[src/rtl/axis_downsizer.sv]
// Splits each wide AXI-Stream beat into IN_WIDTH/OUT_WIDTH narrow beats, LSB slice first; first slice 1 cycle after accept.
// RX_TREADY is combinational from TX_TREADY only on the final slice, so back-to-back beats stream with no bubble.
module axis_downsizer #(
    parameter int IN_WIDTH  = 512,
    parameter int OUT_WIDTH = 256
) (
    input  logic                   clk,
    input  logic                   resetn,
    input  logic [IN_WIDTH-1:0]    AXIS_RX_TDATA,
    input  logic [IN_WIDTH/8-1:0]  AXIS_RX_TKEEP,
    input  logic                   AXIS_RX_TLAST,
    input  logic                   AXIS_RX_TVALID,
    output logic                   AXIS_RX_TREADY,
    output logic [OUT_WIDTH-1:0]   AXIS_TX_TDATA,
    output logic [OUT_WIDTH/8-1:0] AXIS_TX_TKEEP,
    output logic                   AXIS_TX_TLAST,
    output logic                   AXIS_TX_TVALID,
    input  logic                   AXIS_TX_TREADY
);
    localparam int R  = IN_WIDTH / OUT_WIDTH;
    localparam int KW = OUT_WIDTH / 8;
    localparam int IW = (R > 1) ? $clog2(R) : 1;
    localparam int RP = 1 << IW;

    generate
        if ((IN_WIDTH % OUT_WIDTH) != 0 || R < 2 || (OUT_WIDTH % 8) != 0) begin : g_bad_params
            $error("axis_downsizer: IN_WIDTH must be a multiple of OUT_WIDTH with ratio >= 2, OUT_WIDTH a multiple of 8");
        end
    endgenerate

    typedef enum logic {
        S_EMPTY = 1'b0,
        S_BUSY  = 1'b1
    } state_t;

    state_t                 r_state;
    logic [IN_WIDTH-1:0]    r_data;
    logic [IN_WIDTH/8-1:0]  r_keep;
    logic                   r_last;
    logic [IW-1:0]          r_idx;
    logic [IW-1:0]          r_fin;

    logic [IW-1:0]          w_fin_kept;
    logic [IW-1:0]          w_fin;
    logic                   w_at_fin;
    logic                   w_rx_hs;
    logic                   w_tx_hs;
    logic [OUT_WIDTH-1:0]   w_dslice [RP];
    logic [KW-1:0]          w_kslice [RP];

    // Highest slice carrying any kept byte; an all-null final beat still emits slice 0.
    always_comb begin
        w_fin_kept = '0;
        for (int s = 0; s < R; s++) begin
            if (|AXIS_RX_TKEEP[s*KW +: KW]) begin
                w_fin_kept = IW'(s);
            end
        end
    end

    assign w_fin    = AXIS_RX_TLAST ? w_fin_kept : IW'(R - 1);
    assign w_at_fin = (r_idx == r_fin);

    assign AXIS_RX_TREADY = (r_state == S_EMPTY) | (AXIS_TX_TREADY & w_at_fin);
    assign w_rx_hs        = AXIS_RX_TVALID & AXIS_RX_TREADY;
    assign w_tx_hs        = AXIS_TX_TVALID & AXIS_TX_TREADY;

    // Padded to a power of two so a non-power-of-two ratio never indexes out of range.
    for (genvar g = 0; g < RP; g++) begin : g_slice
        if (g < R) begin : g_real
            assign w_dslice[g] = r_data[g*OUT_WIDTH +: OUT_WIDTH];
            assign w_kslice[g] = r_keep[g*KW +: KW];
        end else begin : g_pad
            assign w_dslice[g] = '0;
            assign w_kslice[g] = '0;
        end
    end

    assign AXIS_TX_TDATA  = w_dslice[r_idx];
    assign AXIS_TX_TKEEP  = w_kslice[r_idx];
    assign AXIS_TX_TLAST  = r_last & w_at_fin;
    assign AXIS_TX_TVALID = (r_state == S_BUSY);

    always_ff @(posedge clk or negedge resetn) begin
        if (!resetn) begin
            r_state <= S_EMPTY;
            r_data  <= '0;
            r_keep  <= '0;
            r_last  <= 1'b0;
            r_idx   <= '0;
            r_fin   <= '0;
        end else if (w_rx_hs) begin
            r_state <= S_BUSY;
            r_data  <= AXIS_RX_TDATA;
            r_keep  <= AXIS_RX_TKEEP;
            r_last  <= AXIS_RX_TLAST;
            r_idx   <= '0;
            r_fin   <= w_fin;
        end else if (w_tx_hs) begin
            if (w_at_fin) begin
                r_state <= S_EMPTY;
            end else begin
                r_idx <= r_idx + IW'(1);
            end
        end
    end
endmodule

[config.mk]
export PLATFORM = sky130hd
export DESIGN_NAME = axis_downsizer
export DESIGN_NICKNAME = d
export VERILOG_FILES = /design/src/rtl/axis_downsizer.sv
export SDC_FILE = /design/constraint.sdc
export NUM_CORES = 1
export LEC_CHECK = 0
export BUFFER_PORTS_ARGS = -buffer_cell sky130_fd_sc_hd__buf_2
export CAP_MARGIN = 40
export CORE_AREA = 10 10 330 332
export CTS_BUF_LIST = sky130_fd_sc_hd__clkbuf_2 sky130_fd_sc_hd__clkbuf_4 sky130_fd_sc_hd__clkbuf_8
export DETAILED_ROUTE_END_ITERATION = 12
export DIE_AREA = 0 0 340 342
export SYNTH_ARGS = -nofsm -noshare
export SYNTH_HDL_FRONTEND = slang
export SYNTH_SLANG_ARGS = --single-unit
[constraint.sdc]
create_clock -name clk -period 2.4 [get_ports clk]
set_input_delay 0.24 -clock clk [delete_from_list [all_inputs] [get_ports clk]]
set_output_delay 0.24 -clock clk [all_outputs]
set_load 0.02 [all_outputs]
==> metrics, run 1 <==
Max Root-Sink Buffers 3; worst hold margin 0.238 ns; fillers 9465; Setup crit end kind output port; Final Power 0.0476 W; setup ws final -0.0830 ns; CTS sink count 580; total routed wirelength 92.9 mm; Crit Path Max Fanout 25; largest net degree at the start of global routing 70; slew at the pin closest to its max-slew limit 0.624 ns; Syn Area/Cell 15.9 um^2; Die H 342 um; CP top delay family buffers and inverters; number of global-route vias before repair 22397; crit-path most repeated cell buf_16; HP Class in -> reg; final hold vios 0; Synth Area in Adders 0; Antenna Nets Post-Route 0; Initial Utilization 0.242; worst path buffer plus inverter count 3; P per Cell Area 1180 nW/um^2; WL per Instance 20.3 um; Clock Root Buffer clkbuf_8; vias per std cell 4.23; Critical Path AT 2.24 ns; multiplexer share of the synthesized area 0.392; Compound-Gate Fraction of Synth Area 0.00101; Post-Syn Instances 1565; fin. max-slew vios 0; cts bufs inserted 104; cell area after synthesis 24900 um^2; initial antenna violation count 9; sequential share of the synthesized area 0.584; placement row count 118; unrepaired setup endpoints after global routing true; minimum clock period after layout 2.48 ns; final setup violation count 190; global-route usage over all layers 0.152; Cell Count, Final, Fillers Out 4576; Worst Setup Start Kind flop; CTS tree done; residual DRC count 0; placed cell count 3783; Peak VDD IR 0.000655 V; 1st-pass router iterations 5; clock skew 0.0298 ns; post-synthesis net count 2146; XOR/XNOR Fraction of Synth Area 0.000352; Crit path largest cell delay 0.48 ns; Slew HR 0.582; failing checks setup timing; Placer Congestion 0.807; IO buf count 871; Layout Nets 3691; Die X-Extent 340 um; WP data required 2.16 ns; CP Cell Sequence buf_16, buf_16, mux2_2, buf_4; Final Cycle Share 1.03; Core Region 103000 um^2; WS Path Type reg -> out; clock latency on the worst-skew pair 0.75 ns; H-tree depth 3; Max-Cap Viols 0; Fmax 0.403 GHz; first-pass GRT wire length 137 mm; largest family of logic cells by synthesized area multiplexers; status finished, violations left; slowest CP cell dfrtp_4; Post-Synth Simple-Gate Area 0.00443; #FFs+latches synth 580; count of different cell masters after synthesis 20; area grow syn2layout 62.6%; First DRT Iteration DRCs 696; ratio of cells with drive above 1 in the final layout 0.503; GRT overflow 0; Ports 872; DIE AREA 116000 um^2; Worst-path clk slew 0.06 ns; overall via count from detail_route 19360; Syn. warnings 0; Leakage 18.3 nW; estimated wirelength of the detail-placed design 62.7 mm
## logic make-up after synthesis
kind of cell / Yosys count
xor gates and xnor gates: 1
DFF: 580
muxes: 866
and+or+nand+nor: 19
AOI/OAI and AO/OA: 3
buffers and inverters: 96
## tightest hold or removal path: stages
cell and delay (ns):
dlygate4sd3_1 0.51, buf_2 0.09, mux2_1 0.11
## placed cells by master (no fill, tap or decap), types with 8 or more instances in the layout
| master | count |
|---|---|
| dlygate4sd3_1 | 583 |
| dfrtp_1 | 579 |
| buf_16 | 14 |
| clkbuf_8 | 129 |
| diode_2 | 8 |
| mux2_1 | 400 |
| buf_12 | 18 |
| buf_4 | 52 |
| buf_6 | 58 |
| buf_2 | 804 |
| clkbuf_4 | 41 |
| mux2_4 | 61 |
| mux2_2 | 404 |
## layout make-up
class                           instances  area (um^2)  area share
Antenna cell                            8         20.0    0.000495
Clock buffer                          170         2080      0.0515
Clock inverter                         14          146     0.00362
Multi-Input combinational cell        889        10100       0.251
Sequential cell                       580        14500       0.359
Tap cell                             1380         1730      0.0427
Timing Repair Buffer                 1535        11800       0.292
## Yosys cell counts, drive strengths merged
library cell  count  area [um^2]
nor4              7         43.8
a31o              1         8.76
a31oi             1         6.26
clkbuf           14         52.6
dfrtp           580        14500
mux2            865         9740
nor2              1         3.75
a32o              1         10.0
nand4             1         6.26
and2              1         6.26
xnor2             1         8.76
buf              82          399
mux2i             1         10.0
nand2b            2         12.5
nor4b             1         8.76
nor2b             1         6.26
or4               1         7.51
nand2             4         15.0
## through the flow
step | instance area, um^2 | TNS, ns | setup slack, ns | util
CTS | 40000 | -43.69 | -0.223 | 0.389
finish | 40400 | -6.44 | -0.0830 | 0.394
detailed placement | 31200 | 0 | 0.270 | 0.304
global route | 40400 | -39.07 | -0.217 | 0.394
floorplan | 24900 | 0 | 0.626 | -
global placement | 31200 | 0 | 0.267 | 0.304
## where the power goes
part	internal [W]	switching (W)	leakage [nW]
Sequential	0.0141	0.00232	6.77
Combinational	0.0106	0.0108	10.4
Clock	0.00558	0.00424	1.18
Total	0.0303	0.0173	18.3
## routing by layer
metal | track usage | share of wire
met4 | 0.0820 | 0.050
met5 | 0 | 0.00012
met1 | 0.169 | 0.38
met2 | 0.261 | 0.50
met3 | 0.0422 | 0.063
## what timing repair did
action	4_1_cts	5_1_grt
hold endpoints to repair	1160	0
gates resized for setup	91	122
buffers inserted	5	1
hold buffers	583	0
gates cloned	11	1
endpoints found under the setup margin	240	332
## path summary, 6_finish.rpt
check                                   startpoint            endpoint  slack, ns  cells past startpoint
worst max-delay path                         r_idx  AXIS_TX_TDATA[162]      -0.08                      4
worst min-delay path            AXIS_RX_TDATA[439]         r_data[439]       0.24                      3
worst max register to register               r_idx         r_data[113]       0.03                      6
worst min register to register         r_data[459]         r_data[459]       0.48                      1
max in group asynchronous                   resetn         r_data[508]       0.37                      4
min in group asynchronous                   resetn         r_data[201]       0.64                      3
## state kept, by name, indices dropped and copies added, names as in the netlist
signal and cells:
r_idx 1, r_last 1, r_data 512, AXIS_TX_TVALID 1, r_fin 1, r_keep 64
Note: power is estimated with default switching activity, not from simulation.
==> inputs of run 2 (changes only) <==
--- a/config.mk
+++ b/config.mk
@@ -11,6 +11,8 @@
 export CTS_BUF_LIST = sky130_fd_sc_hd__clkbuf_2 sky130_fd_sc_hd__clkbuf_4 sky130_fd_sc_hd__clkbuf_8
 export DETAILED_ROUTE_END_ITERATION = 12
 export DIE_AREA = 0 0 340 342
+export REMOVE_ABC_BUFFERS = 1
+export SLEW_MARGIN = 20
 export SYNTH_ARGS = -nofsm -noshare
 export SYNTH_HDL_FRONTEND = slang
 export SYNTH_SLANG_ARGS = --single-unit
==> run 2 against run 1 <==
  * The run still ends with setup timing left
  * Die area is the same
  * Non-clock buffer count rose by 17
  * Worst hold slack got worse by 0.097 ns
  * Final cell count rose by 0.13%
  * First-iteration DRC count shrank 8.9%
  * Clock-buffer cell count is 13 lower
  * Register-to-register slack gained 0.07 ns
  * Critical path type unchanged
  * Largest cell class unchanged
  * Largest power group unchanged
  * Highest routed layer unchanged
==> metrics, run 2 (synthesis results as in run 1) <==
Crit Path Max Fanout 10 (-60%); unrepaired setup endpoints after global routing true; Die H 342 um (unchanged); WS Path Type reg -> out; WL met3 5.41 mm (-7.0%); fin. max-slew vios 0 (unchanged); CTS sink count 580 (unchanged); Ports 872 (unchanged); most common cell after layout, fill and taps aside buf_2; final hold vios 0 (unchanged); WP data required 2.16 ns (about the same); clock skew 0.0331 ns (+0.00330 ns); Max-Cap Viols 0 (unchanged); estimated wirelength of the detail-placed design 60.5 mm (-3.4%); final instance area 40300 um^2 (-0.22%); overall via count from detail_route 19391 (+0.16%); WL met1 33.8 mm (-5.1%); total routed wirelength 90.5 mm (-2.6%); DIE AREA 116000 um^2 (unchanged); IO buf count 871 (unchanged); Fmax 0.400 GHz (-0.58%); Cell Count, Final, Fillers Out 4582 (+0.13%); initial antenna violation count 12 (+3); CP Cell Sequence buf_4, buf_16, clkbuf_16, mux2_4, buf_6; Setup crit end kind output port; Peak VDD IR 0.000718 V (+9.6%); Die X-Extent 340 um (unchanged); CTS tree done; Max Root-Sink Buffers 3 (unchanged); setup ws final -0.0973 ns (-0.0144 ns); slowest CP cell dfrtp_4; placement row count 118 (unchanged); Layout Nets 3706 (+0.41%); Final Power 0.0469 W (-1.5%); clock latency on the worst-skew pair 0.70 ns (-0.05 ns); most frequent cells in the layout buf_2, dlygate4sd3_1, dfrtp_1, mux2_2, mux2_1; Worst Setup Start Kind flop; Slew HR 0.513 (-0.0696); Final TNS setup -8.12 ns (-1.68 ns); largest registers r_data: 512 flops, r_keep: 64 flops; status finished, violations left; final setup violation count 196 (+3.2%); 1st-pass router iterations 4 (-1); GRT overflow 0 (unchanged); Reg2Reg Setup Slack 0.10 ns (+0.07 ns); number of global-route vias before repair 22766 (+1.6%); vias per std cell 4.23 (about the same); First DRT Iteration DRCs 634 (-8.9%); Initial Utilization 0.242 (unchanged); first-pass GRT wire length 135 mm (-2.0%); Leakage 18.2 nW (-0.62%); Max Used Layer met5; placed cell count 3793 (+0.26%); CP top delay family buffers and inverters; HP Class in -> async; P per Cell Area 1160 nW/um^2 (-1.3%); worst path buffer plus inverter count 4 (+1); Final Cycle Share 1.04 (+0.00598); Worst-path clk slew 0.06 ns (about the same); Detail Route met2 WL 46.8 mm (about the same); largest net degree at the start of global routing 69 (-1.4%); cts bufs inserted 102 (-1.9%); placed inst area 31300 um^2 (+0.32%); slew at the pin closest to its max-slew limit 0.731 ns (+0.107 ns); Antenna Nets Post-Route 0 (unchanged); global-route usage over all layers 0.147 (-0.00473); Core Region 103000 um^2 (unchanged); Critical Path AT 2.26 ns (+0.02 ns); residual DRC count 0 (unchanged); Placer Congestion 0.773 (-4.2%); H-tree depth 3 (unchanged); failing checks setup timing; ratio of cells with drive above 1 in the final layout 0.504 (+0.000783); max FFs per register 512 (unchanged); area grow syn2layout 62.3%; minimum clock period after layout 2.50 ns (+0.0144 ns); Crit path largest cell delay 0.49 ns (about the same); WL per Instance 19.7 um (-2.8%); Largest Register r_data; Clock Root Buffer clkbuf_8
-- run 2: cell count changes in the layout (fill, tap and decap cells not counted), sizes merged --
cell,delta
buf,+15
bufbuf,-1
bufinv,+1
clkbuf,-8
clkinv,-3
clkinvlp,-1
diode,+5
dlygate4sd3,-2
-- run 2: layout make-up --
class / instances / area (um^2)
fill: 9431 / 62300
sequential: 580 / 14500
timing repair buffer: 1552 / 12000
multi-input combinational: 889 / 10000
clock buffer: 157 / 1940
tap: 1380 / 1730
clock inverter: 11 / 118
antenna: 13 / 32.5
-- run 2: final timing paths --
| check | startpoint | endpoint | cells after the start |
|---|---|---|---|
| setup / recovery | r_idx | AXIS_TX_TDATA[3] | 5 |
| hold / removal | resetn | r_keep[16] | 2 |
| setup reg to reg | r_idx | r_data[220] | 6 |
| hold reg to reg | r_data[105] | r_data[105] | 1 |
| max in group asynchronous | resetn | r_data[414] | 4 |
| min in group clk | AXIS_RX_TDATA[198] | r_data[198] | 3 |
-- run 2: worst register-to-register path, delay by kind of cell (launching register included) --
kind,cells,cell delay [ns]
AO/OA/AOI/OAI,1,0.23
XOR/XNOR,1,0.28
buffers and inverters,3,0.75
multiplexers,1,0.41
flip-flops,1,0.49
-- run 2: per-stage QoR --
step | hold WS [ns] | setup slack [ns] | util
floorplan | -0.0556 | -13.03 | -
global placement | 0.305 | 0.251 | 0.305
detailed placement | 0.309 | 0.236 | 0.305
CTS | 0.0571 | -0.208 | 0.389
global route | 0.105 | -0.216 | 0.393
finish | 0.141 | -0.0973 | 0.393
-- run 2: per-layer routing --
layer / GRT usage / vias to the layer above
met1: 0.156 / 9658
met4: 0.0811 / 2
li1: - / 8785
met3: 0.0388 / 239
met2: 0.263 / 707
met5: 0 / -
-- run 2: repair_timing --
| item | 4_1_cts | 5_1_grt |
|---|---|---|
| endpoints found under the hold margin | 834 | 0 |
| hold buffers | 581 | 0 |
| gates cloned | 8 | 8 |
| buffers inserted | 7 | 5 |
| setup endpoints to repair | 237 | 520 |
| resized for setup | 125 | 77 |
-- run 2: where the power goes --
part,total (W),switching (W),internal [W]
registers,0.0163,0.00222,0.0141
clock network,0.00932,0.00404,0.00528
logic,0.0213,0.0107,0.0106
total,0.0469,0.0169,0.0300
==> inputs of run 3 (changes only) <==
--- a/config.mk
+++ b/config.mk
@@ -7,10 +7,13 @@
 export LEC_CHECK = 0
 export BUFFER_PORTS_ARGS = -buffer_cell sky130_fd_sc_hd__buf_2
 export CAP_MARGIN = 40
+export CELL_PAD_IN_SITES_DETAIL_PLACEMENT = 0
+export CELL_PAD_IN_SITES_GLOBAL_PLACEMENT = 2
 export CORE_AREA = 10 10 330 332
 export CTS_BUF_LIST = sky130_fd_sc_hd__clkbuf_2 sky130_fd_sc_hd__clkbuf_4 sky130_fd_sc_hd__clkbuf_8
 export DETAILED_ROUTE_END_ITERATION = 12
 export DIE_AREA = 0 0 340 342
+export PLACE_DENSITY_LB_ADDON = 0.1
 export REMOVE_ABC_BUFFERS = 1
 export SLEW_MARGIN = 20
 export SYNTH_ARGS = -nofsm -noshare
==> run 3 against run 2 <==
  * The flow still finishes with violations (setup timing)
  * Worst hold slack improved by 0.081 ns
  * Utilization increased by 0.27 points
  * Clock skew increased by 0.0028 ns
  * Cell area increased by 0.68%
  * Clock-buffer cell count increased by 24
  * Via count decreased by 0.97%
  * Critical path type unchanged
  * Largest power group unchanged
==> metrics, run 3 (synthesis results as in run 1) <==
Stages on worst setup path 4 (-1); Clock Root Buffer clkbuf_8; CP Cell Sequence buf_16, bufbuf_16, mux2_2, buf_4; unrepaired setup endpoints after global routing true; Peak VDD IR 0.000562 V (-22%); clock share of power 0.214 (+0.015); Slew HR 0.666 (+0.153); total routed wirelength 101 mm (+12%); CTS sink count 580 (unchanged); clock skew 0.0360 ns (+0.00284 ns); estimated wirelength of the detail-placed design 73.4 mm (+21%); IO buf count 871 (unchanged); most common cell after layout, fill and taps aside buf_2; worst hold margin 0.222 ns (+0.0812 ns); Ports 872 (unchanged); P per Cell Area 1180 nW/um^2 (+1.7%); power share of the sequential group 0.336 (-0.012); number of global-route vias before repair 22708 (-0.25%); first-pass GRT wire length 148 mm (+9.9%); Setup crit end kind output port; Worst Setup Start Kind flop; vias per std cell 4.18 (-1.2%); Initial Utilization 0.242 (unchanged); final hold vios 0 (unchanged); switching power total 0.0176 W (+3.8%); failing checks setup timing; setup ws final -0.115 ns (-0.0180 ns); WL per Instance 22.0 um (+12%); overall via count from detail_route 19203 (-0.97%); final setup violation count 228 (+16%); Comb power frac 0.450 (-0.004); Place WS 0.226 ns (-0.0100 ns); largest net degree at the start of global routing 73 (+5.8%); switching share of power 0.366 (+0.00507); minimum clock period after layout 2.52 ns (+0.0180 ns); largest registers r_data: 512 flops, r_keep: 64 flops; global-route usage over all layers 0.169 (+0.0218); cells on worst reg2reg path 6 (unchanged); most frequent cells in the layout buf_2, dlygate4sd3_1, dfrtp_1, mux2_2, mux2_1; slew at the pin closest to its max-slew limit 0.501 ns (-0.230 ns); worst path buffer plus inverter count 3 (-1); GRT overflow 0 (unchanged); Crit Path Max Fanout 9 (-1); fin. max-slew vios 0 (unchanged); WP data required 2.16 ns (about the same); Die X-Extent 340 um (unchanged); Final Power 0.0480 W (+2.4%); CP top delay family buffers and inverters; Reg2Reg Setup Slack 0.13 ns (+0.03 ns); CTS tree done; Layout Nets 3698 (-0.22%); Worst-path clk slew 0.07 ns (about the same); Max-Cap Viols 0 (unchanged); Int Pwr 0.0304 W (+1.6%); Leakage 18.3 nW (+0.41%); Crit path largest cell delay 0.50 ns (about the same); Core Region 103000 um^2 (unchanged); Antenna Nets Post-Route 0 (unchanged); Placer Congestion 0.786 (+1.6%); area grow syn2layout 63.4%; slowest CP cell dfrtp_4; H-tree depth 3 (unchanged); initial antenna violation count 18 (+6); First DRT Iteration DRCs 446 (-30%); status finished, violations left; WS Path Type reg -> out; HP Class in -> reg; 1st-pass router iterations 4 (unchanged); cts bufs inserted 112 (+9.8%); Die H 342 um (unchanged); residual DRC count 0 (unchanged); Fmax 0.398 GHz (-0.71%); Final Cycle Share 1.05 (+0.00749); placement row count 118 (unchanged); clock latency on the worst-skew pair 0.77 ns (+0.07 ns); DIE AREA 116000 um^2 (unchanged); max FFs per register 512 (unchanged); ratio of cells with drive above 1 in the final layout 0.505 (+0.00124); Max Root-Sink Buffers 3 (unchanged); Critical Path AT 2.28 ns (+0.02 ns); WHS Path Cells 3; Largest Register r_data
[run 3: power by group through the flow]
stage               Combinational, W  Clock, W  Sequential (W)
floorplan                    0.00928         0          0.0146
global placement              0.0188         0          0.0160
detailed placement            0.0189         0          0.0163
CTS                           0.0214    0.0108          0.0161
global route                  0.0230    0.0112          0.0167
finish                        0.0216    0.0102          0.0161
[run 3: layout make-up]
| cell class | count | area (um^2) |
|---|---|---|
| Timing Repair Buffer | 1534 | 12000 |
| Tap cell | 1380 | 1730 |
| Clock inverter | 13 | 86.3 |
| Multi-Input combinational cell | 889 | 10000 |
| Fill cell | 9973 | 62000 |
| Clock buffer | 181 | 2230 |
| Sequential cell | 580 | 14500 |
| Antenna cell | 18 | 45.0 |
[run 3: layer usage]
metal / share of wire / track usage / vias up
li1: - / - / 8784
met1: 0.37 / 0.174 / 9620
met2: 0.53 / 0.314 / 597
met3: 0.061 / 0.0516 / 200
met4: 0.045 / 0.0721 / 2
met5: 0.00013 / 0 / -
[run 3: path summary, 6_finish.rpt]
check	start	to
max in group asynchronous	resetn	r_data[14]
min	AXIS_RX_TDATA[411]	r_data[411]
min in group asynchronous	resetn	r_data[238]
max	r_idx	AXIS_TX_TDATA[11]
min reg2reg	r_data[329]	r_data[329]
max reg2reg	r_idx	r_data[9]
[run 3: repair_timing]
item,in CTS,in global routing
setup buffers,13,1
cloned,13,2
setup endpoints to repair,264,555
pin swaps,0,0
hold buffers,583,0
hold endpoints to repair,1001,0
gates resized for setup,96,87
[run 3: tightest hold or removal path, stage by stage]
cell and delay (ns):
dlygate4sd3_1 0.51, buf_2 0.09, mux2_1 0.11
[run 3: through the flow]
| step | cells | util | TNS [ns] | instance area [um^2] |
|---|---|---|---|---|
| 2_1_floorplan | 1469 | - | -8853.42 | 24400 |
| 3_3_place_gp | 3771 | 0.305 | 0 | 31300 |
| 3_5_place_dp | 3771 | 0.305 | 0 | 31300 |
| 4_1_cts | 4574 | 0.392 | -48.37 | 40200 |
| 5_1_grt | 4590 | 0.396 | -53.42 | 40600 |
| 6_report | 4595 | 0.396 | -11.29 | 40600 |
